File: config.mk
export PLATFORM = sky130hd
export DESIGN_NAME = spe_accum_engine
export DESIGN_NICKNAME = d
export VERILOG_FILES = /design/src/rtl/spe_accum_engine.sv
export SDC_FILE = /design/constraint.sdc
export NUM_CORES = 1
export LEC_CHECK = 0
export CAP_MARGIN = 20
export CORE_ASPECT_RATIO = 1.2
export CORE_MARGIN = 1.5
export CORE_UTILIZATION = 62
export CTS_CLUSTER_DIAMETER = 200
export DETAILED_ROUTE_END_ITERATION = 8
export PLACE_DENSITY = 0.8
export RECOVER_POWER = 50
export SYNTH_ARGS = -nofsm -noshare
export SYNTH_HDL_FRONTEND = slang
export SYNTH_SLANG_ARGS = --single-unit
File: constraint.sdc
create_clock -name clk -period 7.9 [get_ports clk]
set_input_delay 1.58 -clock clk [delete_from_list [all_inputs] [get_ports clk]]
set_output_delay 1.58 -clock clk [all_outputs]
set_load 0.01 [all_outputs]
File: src/rtl/spe_accum_engine.sv
// spe_accum_engine: per-channel partial-sum FIFOs feeding a neuron accumulate/threshold engine.
// Ports:
//   clk, rst_n                       clock, asynchronous active-low reset
//   in_valid/in_ready, in_ch, in_data partial-sum input handshake (one FIFO per channel)
//   ts_done                           pulse ending the first timestep (previous potential then fetched)
//   prev_req_valid/prev_req_ready     request for the neuron's previous potential
//   prev_rsp_valid/prev_rsp_data      previous-potential response, consumed only while waiting
//   out_valid/out_ready               result handshake
//   out_potential/out_spike           residual potential and spike flag
// Build option: define SPE_LEAK_EN to subtract LEAK (floored at zero) before the threshold test.
module spe_accum_engine #(
    parameter int NUM_CH     = 5,
    parameter int SUM_WIDTH  = 13,
    parameter int FIFO_DEPTH = 6,
    parameter int THRESHOLD  = 64,
    parameter int LEAK       = 1
) (
    input  logic                      clk,
    input  logic                      rst_n,
    input  logic                      in_valid,
    output logic                      in_ready,
    input  logic [$clog2(NUM_CH)-1:0] in_ch,
    input  logic [SUM_WIDTH-1:0]      in_data,
    input  logic                      ts_done,
    output logic                      prev_req_valid,
    input  logic                      prev_req_ready,
    input  logic                      prev_rsp_valid,
    input  logic [SUM_WIDTH-1:0]      prev_rsp_data,
    output logic                      out_valid,
    input  logic                      out_ready,
    output logic [SUM_WIDTH-1:0]      out_potential,
    output logic                      out_spike
);
    localparam int CW = $clog2(NUM_CH);
    localparam int AW = SUM_WIDTH + CW;
    localparam int PW = (FIFO_DEPTH > 1) ? $clog2(FIFO_DEPTH) : 1;
    localparam int NW = $clog2(FIFO_DEPTH + 1);
    localparam logic [AW:0] SAT = {{(AW + 1 - SUM_WIDTH){1'b0}}, {SUM_WIDTH{1'b1}}};

    if (THRESHOLD >= 2 ** SUM_WIDTH || THRESHOLD < 0 || LEAK < 0) begin : g_param_chk
        $error("spe_accum_engine: THRESHOLD/LEAK out of range");
    end

    typedef enum logic [2:0] {IDLE, POP, REQ, WAIT, COMPUTE, SEND} state_e;
    state_e state_q, state_d;

    logic [SUM_WIDTH-1:0] head [NUM_CH];
    logic [NUM_CH-1:0]    full, non_empty;
    logic                 pop, ch_ok;
    logic [AW-1:0]        sum_q, sum_d;
    logic [SUM_WIDTH-1:0] prev_q, pot_q, pot_d;
    logic                 spike_q, spike_d, first_ts_q;
    logic [AW:0]          raw, lk, p;

    assign pop   = state_q == POP;
    assign ch_ok = int'(in_ch) < NUM_CH;
    // A full FIFO still accepts when it is being popped in the same cycle.
    assign in_ready = rst_n && ch_ok && (!full[in_ch] || pop);

    for (genvar c = 0; c < NUM_CH; c++) begin : g_ch
        logic [SUM_WIDTH-1:0] mem_q [FIFO_DEPTH];
        logic [PW-1:0]        wp_q, rp_q;
        logic [NW-1:0]        cnt_q;
        logic                 push;
        assign push         = in_valid && in_ready && (in_ch == CW'(c));
        assign head[c]      = mem_q[rp_q];
        assign full[c]      = cnt_q == NW'(FIFO_DEPTH);
        assign non_empty[c] = cnt_q != '0;
        always_ff @(posedge clk) begin
            if (push) mem_q[wp_q] <= in_data;
        end
        always_ff @(posedge clk or negedge rst_n) begin
            if (!rst_n) begin
                wp_q  <= '0;
                rp_q  <= '0;
                cnt_q <= '0;
            end else begin
                if (push) wp_q <= (wp_q == PW'(FIFO_DEPTH - 1)) ? '0 : wp_q + PW'(1);
                if (pop) rp_q <= (rp_q == PW'(FIFO_DEPTH - 1)) ? '0 : rp_q + PW'(1);
                cnt_q <= cnt_q + NW'(push) - NW'(pop);
            end
        end
    end

    always_comb begin
        sum_d = '0;
        for (int i = 0; i < NUM_CH; i++) sum_d = sum_d + AW'(head[i]);
    end

    always_comb begin
        raw = (AW + 1)'(prev_q) + (AW + 1)'(sum_q);
`ifdef SPE_LEAK_EN
        lk = (raw > (AW + 1)'(LEAK)) ? raw - (AW + 1)'(LEAK) : '0;
`else
        lk = raw;
`endif
        p       = (lk > SAT) ? SAT : lk;
        spike_d = p > (AW + 1)'(THRESHOLD);
        pot_d   = SUM_WIDTH'(spike_d ? p - (AW + 1)'(THRESHOLD) : p);
    end

    always_comb begin
        state_d        = state_q;
        prev_req_valid = 1'b0;
        out_valid      = 1'b0;
        case (state_q)
            IDLE:    state_d = &non_empty ? POP : IDLE;
            POP:     state_d = first_ts_q ? COMPUTE : REQ;
            REQ: begin
                prev_req_valid = 1'b1;
                state_d        = prev_req_ready ? WAIT : REQ;
            end
            WAIT:    state_d = prev_rsp_valid ? COMPUTE : WAIT;
            COMPUTE: state_d = SEND;
            SEND: begin
                out_valid = 1'b1;
                state_d   = out_ready ? IDLE : SEND;
            end
            default: state_d = IDLE;
        endcase
    end

    always_ff @(posedge clk or negedge rst_n) begin
        if (!rst_n) begin
            state_q    <= IDLE;
            first_ts_q <= 1'b1;
            sum_q      <= '0;
            prev_q     <= '0;
            pot_q      <= '0;
            spike_q    <= 1'b0;
        end else begin
            state_q <= state_d;
            if (ts_done) first_ts_q <= 1'b0;
            if (pop) begin
                sum_q <= sum_d;
                if (first_ts_q) prev_q <= '0;
            end
            if (state_q == WAIT && prev_rsp_valid) prev_q <= prev_rsp_data;
            if (state_q == COMPUTE) begin
                pot_q   <= pot_d;
                spike_q <= spike_d;
            end
        end
    end

    assign out_potential = pot_q;
    assign out_spike     = spike_q;
endmodule

# Yosys cells after proc, flatten, opt, wreduce, memory -nomap -nowiden
# Memory sizes are Yosys's and may differ from the RTL's.
# Index checks and enable logic that the tools add are counted.
# Widths: inputs -> output; s select.
# totals
ff_bits	92
ramBits	390
in_bits	36
output_inout_bits	17
wordCells	137
n_memories	5
# mem_list
memory	depth	width	rd	rd_clocked_by_memory_dff	wr	line	source
g_ch[0].mem_q	6	13	1	0	1	61	logic [SUM_WIDTH-1:0] mem_q [FIFO_DEPTH];
g_ch[1].mem_q	6	13	1	0	1	61	
g_ch[2].mem_q	6	13	1	0	1	61	
g_ch[3].mem_q	6	13	1	0	1	61	
g_ch[4].mem_q	6	13	1	0	1	61	
# op_classes
n_addsub	26
order_cmp	4
n_eq_ne	24
muxes	35
n_reduce_logical	22
# op_table
cell	count
$eq 3x3->1 const B	18
$mux 13	4
$mux 3	13
$add 3x1->3 const B	10
$pmux 3 s6	1
$add 13x16->17	1
$gt 17x13->1 const B	1
$gt 17x7->1 const B	1
$mux 17	1
$add 15x13->16	1
$add 16x13->16	1
$add 14x13->15	1
$add 3x1->3	5
$mux 1	15
$reduce_bool 3->1	5
$sub 3x1->3	5
$add 13x13->14	1
$sub 13x7->13 const B	1
$eq 3x2->1 const B	4
$logic_and 1x1->1	9
$eq 3x1->1 const B	2
$logic_not 3->1	2
$reduce_and 5->1	1
$lt 3x4->1 const B	1
other kinds (6)	7

# Depth between registers and ports, before layout
# Gate-level depths: netlist of run 1.
# logic_depth
ltp_word	10
mapped_depth	21
depth_no_buf	19

# Least setup slack after synthesis of run 1
# No wires, ideal clock.
# synth_path
path_type	register -> register
from	register g_ch[4].rp_q[0]
to	register sum_q[13]
setup_time_ns	0.095
arrival_ns	5.590
required_ns	7.805
setup_slack_ns	2.214
stages_incl_launch_ff	22
n_path_buf	3
synth_period_minus_slack_ns	5.686
cell_sequence	dfrtp_1 > clkbuf_1 > clkbuf_1 > buf_1 > mux2i_1 > a21oi_1 > fa_1 > fa_1 > inv_1 > fa_1 > inv_1 > ha_1 > inv_1 > fa_1 > nor2b_1 > o21ai_0 > a21boi_0 > o21ai_0 > a211oi_1 > or3_1 > a21oi_1 > o31ai_1
# synth_via
elab_chain_len	2
# synth_lines
element	line	source
start: declaration	62	logic [PW-1:0] wp_q, rp_q;
start signal: assignment	79	if (pop) rp_q <= (rp_q == PW'(FIFO_DEPTH - 1)) ? '0 : rp_q + PW'(1);
$mem_v2 6x13	-	
$add 16x13->16	87	for (int i = 0; i < NUM_CH; i++) sum_d = sum_d + AW'(head[i]);
end signal: assignment	135	sum_q <= sum_d;
end: declaration	50	logic [AW-1:0] sum_q, sum_d;
# Every way passes these cells.
# A chain may end at the register's enable or synchronous reset.

==> results.md, run 1 <==
| Parameter | Reported |
|:---|:---|
| Fraction of synthesized cell area taken by the top area cell type | 0.557 |
| Final-report setup violation count | 0 |
| Area growth from synthesis to final layout | 13.3% |
| Via count | 11700 |
| Proportion of synthesized chip area in sequential cells | 0.667 |
| Aggregate global routing overflow | 0 |
| Mean cell area of the mapped netlist | 15.7 µm² |
| Number of global-route vias before repair | 12100 |
| Final Hold Viols | 0 |
| Post-CTS setup buffer count | 0 |
| Post-cts resize count | 0 |
| RSZ-0062 raised after global routing | no |
| Maximum number of pins on one net before global-route repair | 74 |
| Buf+Inv Stages, Crit Path | 2 |
| Final min period | 5.85 ns |
| TritonCTS clock tree | yes |
| Library cell occupying the most area in the post-synthesis netlist | sky130_fd_sc_hd__edfxtp_1 |
| Row count | 73 |
| Latest clock arrival within the worst-skew pair | 0.56 ns |
| Post-CTS Hold Fix Bufs | 0 |
| Endpoint type of the worst setup path | async pin |
| Arrival time of the worst setup path | 5.55 ns |
| Antenna diode count | 0 |
| Cell with the largest stage delay on the worst path | sky130_fd_sc_hd__clkbuf_1 |
| Max-cap violations | 13 |
| Post-route core utilization | 0.716 |
| Clock transition at the register clock pins on the worst setup and hold paths after CTS | 0.06 ns |
| Aggregate global-route resource usage | 0.270 |
| Width of the die | 171 µm |
| Final standard cell count with taps included and fillers excluded | 1913 |
| I/O Pins | 53 |
| Total Die Area | 35000 µm² |
| Post-Syn Instances | 1339 |
| DP Cell Count | 1824 |
| Clk sink count | 482 |
| Root Buffer | sky130_fd_sc_hd__clkbuf_16 |
| Antenna violations before repair | 0 |
| Combined flip-flop and latch cell area | 14000 µm² |
| Number of I/O port buffers | 52 |
| Core area | 33200 µm² |
| Vias per std cell | 6.14 |
| Status | finished, violations left |
| Remaining antenna violation count after routing | 0 |
| DPL Wire Length | 28600 µm |
| Share of the clock period used by the worst path | 0.741 |
| Final net count | 1547 |
| EDFF count, synth | 390 |
| Kind of launch point of the worst setup path | input pin |
| Worst rel slew slack | -1.72 |
| Die height | 205 µm |
| Area of the multi-input gates | 6680 µm² |
| Kind of critical path | in2async |
| Fraction of layout cells with a size suffix above 1 | 0.141 |
| Total Routed Length | 45100 µm |
| Number of clock buffers inserted by TritonCTS | 45 |
| Fin Setup TNS | 0 ns |
| Top achievable clock speed | 171 MHz |
| Routed wirelength normalized by instance count | 23.6 µm |
| Flop2flop setup slack | 2.09 ns |
| Required time of the critical path | 7.60 ns |
| Crit path max fanout | 73 |
| Setup skew after layout | 0.0191 ns |
| Synthesis warning total | 0 |
| Violation count after the first detailed-routing iteration | 1011 |
| Primary FF master, synth | sky130_fd_sc_hd__edfxtp_1 |
| CP dominant cell by count | sky130_fd_sc_hd__clkbuf_1 |
| Filler cell count in the final layout | 2074 |
| Residual DRC count | 0 |
| Tightest Hold Check Type | reg2reg |
| Number of distinct library cells after synthesis | 75 |
| Post-synthesis async set-or-reset flop share | 0.191 |
| Most area-consuming cells after synthesis | sky130_fd_sc_hd__edfxtp_1 (56%), sky130_fd_sc_hd__dfrtp_1 (11%), sky130_fd_sc_hd__mux4_2 (7.0%), sky130_fd_sc_hd__fa_1 (4.2%), sky130_fd_sc_hd__mux2i_1 (3.2%) |
| Syn Nets | 1460 |
| Worst Tran Pin Value | 4.08 ns |
| CP delay by family, top | buffers and inverters |
| Post-synth top cells | sky130_fd_sc_hd__edfxtp_1 (390), sky130_fd_sc_hd__nor2_1 (97), sky130_fd_sc_hd__dfrtp_1 (91), sky130_fd_sc_hd__nand2_1 (77), sky130_fd_sc_hd__a21oi_1 (73) |
| Failing checks | max-capacitance violations, max-slew violations |
| Final Slew Violations | 455 |
| Routability congestion estimate | 0.817 |
| Number of buffers on the longest clock path | 3 |
| Chain of cells forming the critical path | clkbuf_1, clkbuf_1 |
| Flip-flop and latch count after synthesis | 482 |
| Effective utilization at floorplan | 0.632 |
| Leading cell type by number of instances after synthesis | sky130_fd_sc_hd__edfxtp_1 |
| DR pass1 iterations | 5 |
| Combined area of all synthesized cells | 21000 µm² |
| Longest individual stage delay on the worst path | 2.93 ns |
| H-Tree Level Count | 2 |
| Global-route wire length before repair | 69300 µm |
==> cell usage in the layout (no fill, tap or decap), types with 6 or more instances in the layout <==
cell type and n:
sky130_fd_sc_hd__nand2_1 77, sky130_fd_sc_hd__xnor2_1 26, sky130_fd_sc_hd__a21o_1 12, sky130_fd_sc_hd__o21ai_0 42, sky130_fd_sc_hd__mux2i_1 67, sky130_fd_sc_hd__nand3_1 11
sky130_fd_sc_hd__buf_6 8, sky130_fd_sc_hd__bufinv_16 6, sky130_fd_sc_hd__a22o_1 14, sky130_fd_sc_hd__a211oi_1 6, sky130_fd_sc_hd__dfrtp_1 91, sky130_fd_sc_hd__nor3_2 10
sky130_fd_sc_hd__ha_1 41, sky130_fd_sc_hd__clkdlybuf4s50_1 35, sky130_fd_sc_hd__nor2_1 97, sky130_fd_sc_hd__fa_1 44, sky130_fd_sc_hd__nor3_1 22, sky130_fd_sc_hd__xor2_1 12
sky130_fd_sc_hd__inv_1 52, sky130_fd_sc_hd__mux2_2 6, sky130_fd_sc_hd__and3_1 6, sky130_fd_sc_hd__mux4_2 65, sky130_fd_sc_hd__nor2b_1 11, sky130_fd_sc_hd__clkinv_2 10
sky130_fd_sc_hd__clkbuf_16 47, sky130_fd_sc_hd__a31oi_1 8, sky130_fd_sc_hd__a21oi_1 73, sky130_fd_sc_hd__edfxtp_1 390, sky130_fd_sc_hd__buf_4 20, sky130_fd_sc_hd__nand2b_1 12
sky130_fd_sc_hd__clkbuf_1 21, sky130_fd_sc_hd__dlygate4sd3_1 16
==> kinds of logic (layout without fill, tap and decap cells) <==
| group | count (synthesis) | in the layout | synth area share |
|---|---|---|---|
| AO/OA/AOI/OAI | 193 | 193 | 0.0572 |
| XOR/XNOR | 38 | 38 | 0.0158 |
| adder cells (fa/ha/maj) | 85 | 85 | 0.0663 |
| buffers and inverters | 107 | 231 | 0.0204 |
| flip-flops | 482 | 482 | 0.667 |
| multiplexers | 138 | 138 | 0.105 |
| AND/OR/NAND/NOR | 296 | 296 | 0.0688 |
==> metal layers <==
layer,GRT usage,vias to the layer above,wire [µm]
li1,-,5239,-
met1,0.343,5970,17400
met2,0.465,428,23200
met3,0.0363,111,2440
met4,0.125,0,2070
met5,0,-,0
==> flip-flops by register name, summed over array words and instances, names as in the netlist <==
signal         cells
g_ch.mem_q       390
state_q            3
out_potential     13
sum_q             16
first_ts_q         1
g_ch.wp_q         15
prev_q            13
out_spike          1
g_ch.rp_q         15
g_ch.cnt_q        15
==> layout make-up <==
cell class              count  area share
clock buffers              57      0.0526
clock inverters            27      0.0128
inverters                  53     0.00835
multi-input cells         750       0.280
flip-flops and latches    482       0.588
well taps                 450      0.0236
repair buffers             94      0.0339
==> per-stage QoR <==
stage               instance area, µm²  hold WS, ns  setup slack (ns)
global route                     23800        0.512             0.918
finish                           23800        0.480              2.05
detailed placement               22300        0.475              2.19
floorplan                        21000        0.442              2.21
CTS                              23800        0.488              2.12
global placement                 22200        0.462              2.29
==> path summary, 6_finish.rpt <==
kind,depth (start not counted),from,end
min in group asynchronous,1,rst_n,g_ch[0].cnt_q[0]
worst max-delay path,2,rst_n,sum_q[0]
worst min-delay path,2,out_potential[8],out_potential[8]
worst max register to register,19,g_ch[4].rp_q[0],sum_q[13]
worst min register to register,2,out_potential[8],out_potential[8]
max in group clk,19,g_ch[4].rp_q[0],sum_q[13]
Power of run 1 is left out: the tool's default activity adds up to more than one toggle a clock period on the data nets, which glitch-free logic cannot reach.
==> run 2: changes to the inputs <==
clock period = 5.8 ns   (was 7.9 ns; I/O delays follow)
==> results.md, run 2 (synthesized netlist as in run 1, its figures left out) <==
| Parameter | Reported | Change |
|:---|:---|:---|
| I/O Pins | 53 | unchanged |
| Endpoint type of the worst setup path | register |  |
| Final min period | 5.27 ns |  |
| Number of I/O port buffers | 52 | unchanged |
| Global-route wire length before repair | 68900 µm | -0.60% |
| Crit path max fanout | 17 | -77% |
| Maximum number of pins on one net before global-route repair | 73 | -1.4% |
| Top achievable clock speed | 190 MHz |  |
| Aggregate global routing overflow | 0 | unchanged |
| Max-cap violations | 13 | unchanged |
| DR pass1 iterations | 5 | unchanged |
| Final Hold Viols | 0 | unchanged |
| Register ranked first by flip-flop count | g_ch.mem_q |  |
| Number of global-route vias before repair | 12000 | -0.82% |
| Area growth from synthesis to final layout | 13.4% | about the same |
| Final-report setup violation count | 0 | unchanged |
| Row count | 73 | unchanged |
| Total Die Area | 35000 µm² | unchanged |
| Aggregate global-route resource usage | 0.269 | -0.00155 |
| Number of buffers on the longest clock path | 3 | unchanged |
| Vias per std cell | 6.09 | -0.81% |
| Commonest non-fill, non-tap cell in the layout | sky130_fd_sc_hd__edfxtp_1 |  |
| H-Tree Level Count | 2 | unchanged |
| Final net count | 1566 | +1.2% |
| Worst Tran Pin Value | 1.89 ns | -2.19 ns |
| Latest clock arrival within the worst-skew pair | 0.57 ns | about the same |
| Clk sink count | 482 | unchanged |
| Post-cts resize count | 0 | unchanged |
| Setup skew after layout | 0.0221 ns | +0.00298 ns |
| Status | finished, violations left |  |
| TritonCTS clock tree | yes |  |
| Fraction of layout cells with a size suffix above 1 | 0.147 | +0.00503 |
| DPL Wire Length | 28400 µm | -0.47% |
| Core area | 33200 µm² | unchanged |
| Post-CTS setup buffer count | 0 | unchanged |
| Kind of critical path | reg2reg |  |
| Number of flip-flops under the largest register name | 390 | unchanged |
| RSZ-0062 raised after global routing | no |  |
| Residual DRC count | 0 | unchanged |
| Clock transition at the register clock pins on the worst setup and hold paths after CTS | 0.07 ns | about the same |
| Total Routed Length | 45100 µm | +0.11% |
| Filler cell count in the final layout | 2080 | +0.29% |
| Width of the die | 171 µm | unchanged |
| Violation count after the first detailed-routing iteration | 1120 | +11% |
| Kind of launch point of the worst setup path | register |  |
| Post-CTS Hold Fix Bufs | 0 | unchanged |
| Required time of the critical path | 6.26 ns | -1.34 ns |
| Leading cell types in the layout, fill and taps excluded | sky130_fd_sc_hd__edfxtp_1 (390), sky130_fd_sc_hd__nor2_1 (97), sky130_fd_sc_hd__dfrtp_1 (91) |  |
| Die height | 205 µm | unchanged |
| Antenna violations before repair | 0 | unchanged |
| Share of the clock period used by the worst path | 0.909 |  |
| Failing checks | max-capacitance violations, max-slew violations |  |
| Via count | 11800 | +0.12% |
| Final Slew Violations | 445 | -2.2% |
| Remaining antenna violation count after routing | 0 | unchanged |
| Fin Setup TNS | 0 ns | unchanged |
| Routability congestion estimate | 0.841 | +2.9% |
| Leading registers by flop count | g_ch.mem_q x390, sum_q x16 |  |
| Worst rel slew slack | -0.259 | +1.46 |
| Routed wirelength normalized by instance count | 23.4 µm | -0.82% |
| Tightest Hold Check Type | reg2reg |  |
| Number of clock buffers inserted by TritonCTS | 46 | +2.2% |
| Arrival time of the worst setup path | 5.74 ns | +0.19 ns |
| Root Buffer | sky130_fd_sc_hd__clkbuf_16 |  |
| Effective utilization at floorplan | 0.632 | unchanged |
| Antenna diode count | 0 | unchanged |
-- run 2: cell types whose count changed in the layout (fill, tap and decap cells not counted), sizes merged --
cell / before / now
inv: 53 / 54
bufinv: 6 / 4
clkbuf: 72 / 75
clkdlybuf4s50: 35 / 36
buf: 28 / 46
dlygate4sd3: 16 / 15
clkinvlp: 2 / 0
-- run 2: critical path, cell delays in order, from the launching register on --
cell                       delay, ns
sky130_fd_sc_hd__dfrtp_1        0.46
sky130_fd_sc_hd__buf_4          0.36
sky130_fd_sc_hd__buf_4          0.29
sky130_fd_sc_hd__mux4_2         0.55
sky130_fd_sc_hd__nor2_1         0.15
sky130_fd_sc_hd__a21oi_1        0.11
sky130_fd_sc_hd__fa_1           0.51
sky130_fd_sc_hd__fa_1           0.52
sky130_fd_sc_hd__fa_1           0.50
sky130_fd_sc_hd__ha_1           0.36
sky130_fd_sc_hd__a21boi_0       0.28
sky130_fd_sc_hd__o21ai_0        0.19
sky130_fd_sc_hd__a211oi_1       0.39
sky130_fd_sc_hd__o311a_1        0.23
sky130_fd_sc_hd__o21ai_0        0.08
sky130_fd_sc_hd__o21ai_0        0.17
-- run 2: worst paths after layout --
| kind | startpoint | endpoint | slack (ns) | depth (start not counted) |
|---|---|---|---|---|
| max | g_ch[3].rp_q[0] | sum_q[15] | 0.53 | 15 |
| min | out_potential[8] | out_potential[8] | 0.49 | 2 |
| max reg2reg | g_ch[3].rp_q[0] | sum_q[15] | 0.53 | 15 |
| min reg2reg | out_potential[8] | out_potential[8] | 0.49 | 2 |
| max in group asynchronous | rst_n | g_ch[1].wp_q[1] | 2.35 | 2 |
| min in group asynchronous | rst_n | g_ch[2].cnt_q[0] | 0.92 | 1 |
-- run 2: cell type report --
cell class	instances	area [µm²]	area share
multi-input cells	750	6680	0.280
clock inverters	24	231	0.00971
clock buffers	60	1230	0.0518
flip-flops and latches	482	14000	0.588
repair buffers	112	917	0.0385
inverters	53	199	0.00835
well taps	450	563	0.0236
-- run 2: per-stage QoR --
step	cell area, µm²	utilization	instances	setup WS [ns]	hold WS, ns
2_1_floorplan	21000	-	1339	0.114	0.442
3_3_place_gp	22400	0.674	1844	0.657	0.460
3_5_place_dp	22400	0.674	1844	0.522	0.469
4_1_cts	23900	0.718	1928	0.494	0.488
5_1_grt	23800	0.717	1931	0.00460	0.507
6_report	23800	0.717	1931	0.527	0.488
-- run 2: layer usage --
| metal | GRT usage | wire length, µm | vias up |
|---|---|---|---|
| li1 | - | - | 5275 |
| met1 | 0.350 | 17900 | 5950 |
| met2 | 0.459 | 23000 | 457 |
| met3 | 0.0394 | 2700 | 80 |
| met4 | 0.106 | 1490 | 0 |
| met5 | 0 | 0 | - |
Power of run 2 is left out for the same reason.
==> run 3: changes to the inputs <==
SKIP_CTS_REPAIR_TIMING = 1   (was unset)
==> results of run 3 <==
The final DEF is identical to that of run 2; final timing and power are the same.
Power of run 3 is left out for the same reason.
